### src/rtl/seg_scan_driver_if.sv
// Display-side bundle for seg_scan_driver: value/dp/control toward the driver,
// segment, anode and frame strobe back from it.
interface seg_scan_driver_if #(
  parameter int DIGITS = 4
);
  logic [4*DIGITS-1:0] value;
  logic [DIGITS-1:0]   dp_in;
  logic                blank_lz;
  logic                load;
  logic [6:0]          seg;
  logic [DIGITS-1:0]   an;
  logic                dp;
  logic                frame_done;

  modport master (
    output value, dp_in, blank_lz, load,
    input  seg, an, dp, frame_done
  );

  modport slave (
    input  value, dp_in, blank_lz, load,
    output seg, an, dp, frame_done
  );
endinterface

### src/rtl/seg_scan_driver.sv
// Multiplexed common-anode seven-segment scanner with a per-slot guard blank,
// leading-zero blanking and a frame-aligned double buffer.
module seg_scan_driver #(
  parameter int DIGITS        = 4,
  parameter int SCAN_DIV      = 50000,
  parameter int GUARD         = 16,
  parameter int ACTIVE_LOW_AN = 1
) (
  input logic              clock,
  input logic              reset,
  seg_scan_driver_if.slave bus
);

  localparam int IW = (DIGITS > 1) ? $clog2(DIGITS) : 1;
  localparam int CW = $clog2(SCAN_DIV);
  localparam logic [IW-1:0]     LAST_IDX  = IW'(DIGITS - 1);
  localparam logic [CW-1:0]     LAST_CNT  = CW'(SCAN_DIV - 1);
  localparam logic [CW-1:0]     GUARD_CNT = CW'(GUARD);
  localparam logic [DIGITS-1:0] AN_OFF    = (ACTIVE_LOW_AN != 0) ? {DIGITS{1'b1}} : {DIGITS{1'b0}};

  logic [CW-1:0]           cnt_q, cnt_d;
  logic [IW-1:0]           idx_q, idx_d;
  logic [DIGITS-1:0][3:0]  pend_q, pend_d, disp_q, disp_d;
  logic [DIGITS-1:0]       pend_dp_q, pend_dp_d, disp_dp_q, disp_dp_d;
  logic                    frame_end;

  logic [6:0]              seg_q, seg_d;
  logic [DIGITS-1:0]       an_q, an_d;
  logic                    dp_q, dp_d;
  logic                    fd_q;

  logic [DIGITS-1:0]       upper_zero;
  logic [DIGITS-1:0]       en;
  logic                    blanked;

  function automatic logic [6:0] hex_to_seg(input logic [3:0] nib);
    case (nib)
      4'h0: return 7'h40;
      4'h1: return 7'h79;
      4'h2: return 7'h24;
      4'h3: return 7'h30;
      4'h4: return 7'h19;
      4'h5: return 7'h12;
      4'h6: return 7'h02;
      4'h7: return 7'h78;
      4'h8: return 7'h00;
      4'h9: return 7'h10;
      4'hA: return 7'h08;
      4'hB: return 7'h03;
      4'hC: return 7'h46;
      4'hD: return 7'h21;
      4'hE: return 7'h06;
      default: return 7'h0E;
    endcase
  endfunction

  // State register: scan position, both buffers and the registered outputs.
  always_ff @(posedge clock or posedge reset) begin
    if (reset) begin
      cnt_q     <= '0;
      idx_q     <= '0;
      pend_q    <= '0;
      disp_q    <= '0;
      pend_dp_q <= '0;
      disp_dp_q <= '0;
      seg_q     <= 7'h7F;
      an_q      <= AN_OFF;
      dp_q      <= 1'b1;
      fd_q      <= 1'b0;
    end else begin
      cnt_q     <= cnt_d;
      idx_q     <= idx_d;
      pend_q    <= pend_d;
      disp_q    <= disp_d;
      pend_dp_q <= pend_dp_d;
      disp_dp_q <= disp_dp_d;
      seg_q     <= seg_d;
      an_q      <= an_d;
      dp_q      <= dp_d;
      fd_q      <= frame_end;
    end
  end

  assign frame_end = (cnt_q == LAST_CNT) && (idx_q == LAST_IDX);

  always_comb begin
    cnt_d     = cnt_q + 1'b1;
    idx_d     = idx_q;
    pend_d    = pend_q;
    pend_dp_d = pend_dp_q;
    disp_d    = disp_q;
    disp_dp_d = disp_dp_q;
    if (cnt_q == LAST_CNT) begin
      cnt_d = '0;
      idx_d = (idx_q == LAST_IDX) ? '0 : idx_q + 1'b1;
    end
    // Display takes the pending copy as it stood before any same-edge load.
    if (frame_end) begin
      disp_d    = pend_q;
      disp_dp_d = pend_dp_q;
    end
    if (bus.load) begin
      pend_d    = bus.value;
      pend_dp_d = bus.dp_in;
    end
  end

  always_comb begin
    upper_zero = '0;
    upper_zero[DIGITS-1] = (disp_q[DIGITS-1] == 4'h0);
    for (int i = DIGITS - 2; i >= 0; i--)
      upper_zero[i] = upper_zero[i+1] && (disp_q[i] == 4'h0);
    blanked = bus.blank_lz && (idx_q != '0) && upper_zero[idx_q];

    en = '0;
    en[idx_q] = 1'b1;

    seg_d = 7'h7F;
    an_d  = AN_OFF;
    dp_d  = 1'b1;
    if (cnt_q >= GUARD_CNT) begin
      // Blanked digits keep their anode so the decimal point can still show.
      seg_d = blanked ? 7'h7F : hex_to_seg(disp_q[idx_q]);
      an_d  = (ACTIVE_LOW_AN != 0) ? ~en : en;
      dp_d  = ~disp_dp_q[idx_q];
    end
  end

  assign bus.seg        = seg_q;
  assign bus.an         = an_q;
  assign bus.dp         = dp_q;
  assign bus.frame_done = fd_q;

endmodule

### src/flat_wrapper.sv
// flat-port wrapper written by rule: the top's interface ports become plain ports
module seg_scan_driver_flat 
#(
  parameter int DIGITS        = 4,
  parameter int SCAN_DIV      = 50000,
  parameter int GUARD         = 16,
  parameter int ACTIVE_LOW_AN = 1
)
  (clock, reset, bus_value, bus_dp_in, bus_blank_lz, bus_load, bus_seg, bus_an, bus_dp, bus_frame_done);
  seg_scan_driver_if #(.DIGITS(DIGITS)) bus_i ();
  input logic clock;
  input logic reset;
  input wire logic [$bits(bus_i.value)-1:0] bus_value;
  input wire logic [$bits(bus_i.dp_in)-1:0] bus_dp_in;
  input wire logic [$bits(bus_i.blank_lz)-1:0] bus_blank_lz;
  input wire logic [$bits(bus_i.load)-1:0] bus_load;
  output wire logic [$bits(bus_i.seg)-1:0] bus_seg;
  output wire logic [$bits(bus_i.an)-1:0] bus_an;
  output wire logic [$bits(bus_i.dp)-1:0] bus_dp;
  output wire logic [$bits(bus_i.frame_done)-1:0] bus_frame_done;
  assign bus_i.value = bus_value;
  assign bus_i.dp_in = bus_dp_in;
  assign bus_i.blank_lz = bus_blank_lz;
  assign bus_i.load = bus_load;
  assign bus_seg = bus_i.seg;
  assign bus_an = bus_i.an;
  assign bus_dp = bus_i.dp;
  assign bus_frame_done = bus_i.frame_done;
  seg_scan_driver #(.DIGITS(DIGITS), .SCAN_DIV(SCAN_DIV), .GUARD(GUARD), .ACTIVE_LOW_AN(ACTIVE_LOW_AN)) u_core (.clock(clock), .reset(reset), .bus(bus_i));
endmodule
### config.mk
export PLATFORM = sky130hd
export DESIGN_NAME = seg_scan_driver_flat
export DESIGN_NICKNAME = d
export VERILOG_FILES = /design/src/rtl/seg_scan_driver_if.sv /design/src/rtl/seg_scan_driver.sv /design/src/flat_wrapper.sv
export SDC_FILE = /design/constraint.sdc
export NUM_CORES = 1
export LEC_CHECK = 0
export CAP_MARGIN = 20
export CORE_ASPECT_RATIO = 0.7
export CORE_MARGIN = 2
export CORE_UTILIZATION = 30
export CTS_CLUSTER_DIAMETER = 150
export DETAILED_ROUTE_END_ITERATION = 10
export PLACE_DENSITY = 0.57
export SYNTH_ARGS = -nofsm -noshare
export SYNTH_HDL_FRONTEND = slang
export SYNTH_SLANG_ARGS = --single-unit
### constraint.sdc
create_clock -name clock -period 2.2 [get_ports clock]
set_input_delay 0.44 -clock clock [delete_from_list [all_inputs] [get_ports clock]]
set_output_delay 0.44 -clock clock [all_outputs]
set_load 0.01 [all_outputs]
==> results.tsv <==
metric	value	unit
clk root buf	clkbuf_16	
Synth area leader	dfrtp_1	
nature of the critical path startpoint	register	
Final period util	90.56	%
Hold Crit Class	reg2reg	
Critical-path top delay cell	dfrtp_1	
first-pass GRT wire length	10470	um
max-slew violation count	0	
Power Total	3066	uW
RSZ-0062 raised after global routing	false	
count leader, synth	dfrtp_1	
RD Place Congestion	0.7958	
number of antenna violations at the first check in global routing	0	
Post-Syn Area per Cell	13.43	um2
diode count	0	
CTS H-tree depth	3	
Final ANT Viol Nets	0	
CTS resizes	0	
cts hold-fix bufs	0	
min cycle time layout	1.992	ns
pwr/cell area	730.2	nW/um2
Critical Setup Path Class	reg2reg	
Pleak	0.001862	uW
PortBufs	36	
via count	1982	
syn nets	281	
routed len/inst	14.48	um
Die ar.	11840	um2
status	complete, no violations	
Slowest Stage Delay on Critical Path	0.46	ns
top cell type's share of synthesized area	44.87	%
Relative slew margins	63.58	%
critical path peak fanout	7	
top area cells in the synthesized netlist	dfrtp_1 45%, dfstp_2 9.6%, mux2_4 9.1%	
worst setup margin	0.2078	ns
Reg clk slew, reported paths	0.06	ns
clk_skew	0.005190	ns
Worst-Skew Late Latency	0.33	ns
core footprint	10510	um2
layout cells sized above 1	29.49	%
Setup-failing EPs final	0	
CP top delay family	simple AND/OR/NAND/NOR gates	
Setup TNS	0	ns
MaxCap Viol Count	0	
sequential share of the synthesized area	54.45	%
Hold WS	0.5020	ns
die width	129.2	um
asr flop ratio synth	100.0	%
worst r2r path cells	6	
Slew @ Worst Pin	0.5412	ns
Rows	31	
Yosys warning total	0	
final hold violation count	0	
f_max	502.0	MHz
Worst Setup End Kind	register	
EDFF count, synth	0	
pin count of the biggest net entering global routing	72	
Crit path depth	6	
Max VDD drop	0.3587	mV
final core area utilization	39.95	%
Total GRT Usage	11.75	%
total CTS buffers	9	
CTS sink cnt	71	
#FFs+latches synth	71	
I/O Pins	37	
DR iter-0 viols	162	
gr ovfl total	0	
TritonCTS clock tree	built	
final WL	6414	um
number of cells produced by synthesis	245	
Distinct cells, synth	34	
Via density	4.474	
chip height	91.63	um
Critical Path RT	2.44	ns
setup repair bufs after CTS	0	
Critical Path, Cell by Cell	inv_1, ha_1, or4_1, nor4b_2, a21boi_2, o211ai_1	
Placement Setup Slack	0.08778	ns
vias in the first global route	1990	
synthesized area	3291	um2
Initial Util	31.31	%
Area Overhead vs Synth	27.60	%
Post-route DRC	0	
Detailed Place HPWL	4497	um
clk buf depth	2	
drt pass-1 iters	4	
Bufs and invs on worst path	1	
Nets	326	
worst hold path cell count	1	
CP Data Arrival Time	2.24	ns
top_reg_cell synth	dfrtp_1	
synth cell count leaders	59 x dfrtp_1, 21 x mux2_2, 20 x mux2_4, 15 x nand2_1	
final timing paths:
| kind | startpoint | endpoint | slack [ns] |
|---|---|---|---|
| max reg2reg | u_core.idx_q[0]$_DFFE_PP0N_ | u_core.bus.seg[1]$_DFF_PP1_ | 0.21 |
| min in group asynchronous | reset | u_core.cnt_q[10]$_DFF_PP0_ | 0.55 |
| max in group asynchronous | reset | u_core.bus.dp$_DFF_PP1_ | 1.32 |
| min | u_core.pend_q[5]$_DFFE_PP0P_ | u_core.disp_q[5]$_DFFE_PP0P_ | 0.50 |
| min reg2reg | u_core.pend_q[5]$_DFFE_PP0P_ | u_core.disp_q[5]$_DFFE_PP0P_ | 0.50 |
| max | u_core.idx_q[0]$_DFFE_PP0N_ | u_core.bus.seg[1]$_DFF_PP1_ | 0.21 |
routing by layer:
metal,GRT usage [%],part of all wire [%]
met5,0,0
met2,15.09,39
met1,17.66,54
met3,4.201,5.3
met4,4.620,1.3
per-stage QoR:
| stage | cells | instance area (um2) |
|---|---|---|
| after global placement | 427 | 3865 |
| after floorplan | 245 | 3294 |
| after global routing | 443 | 4199 |
| after CTS | 443 | 4189 |
| after detailed placement | 427 | 3865 |
| final | 443 | 4199 |
layout by cell type, fill, tap and decap left out, drive strengths merged, types with 7 or more instances in the layout:
cell type      count
clkbuf            11
clkdlybuf4s50     36
nor2              12
buf                7
dfstp             12
xor2               7
ha                12
nand2             17
dfrtp             59
nand3              9
mux2              41
inv                9
nor4               8
xnor2              7
sequential cells by signal, indices dropped and copies added (netlist names):
signal	flops
u_core.pend_dp_q	4
u_core.disp_dp_q	4
u_core.bus.frame_done	1
u_core.bus.an	4
u_core.pend_q	16
u_core.idx_q	2
u_core.bus.seg	7
u_core.cnt_q	16
u_core.bus.dp	1
u_core.disp_q	16
power breakdown:
part,internal [uW],total (uW),switching [uW]
Combinational,74.5,120,45.8
Sequential,1340,1370,22.3
Clock,1020,1580,556
kinds of logic after synthesis:
family	count (synthesis)	share of synthesized area [%]
AO/OA/AOI/OAI	16	3.156
XOR/XNOR	14	3.726
adder cells (fa/ha/maj)	12	4.563
buffers and inverters	19	2.737
flip-flops	71	54.45
multiplexers	49	20.65
AND/OR/NAND/NOR	64	10.72
area by class of cell:
type | instances | area [um2]
Fill cell | 1007 | 6312
Sequential cell | 71 | 1792
Multi-Input combinational cell | 155 | 1419
Timing Repair Buffer | 43 | 437.9
Clock buffer | 11 | 242.7
Tap cell | 148 | 185.2
Clock inverter | 5 | 81.33
Inverter | 10 | 41.29
Note: power is estimated with default switching activity, not from simulation.
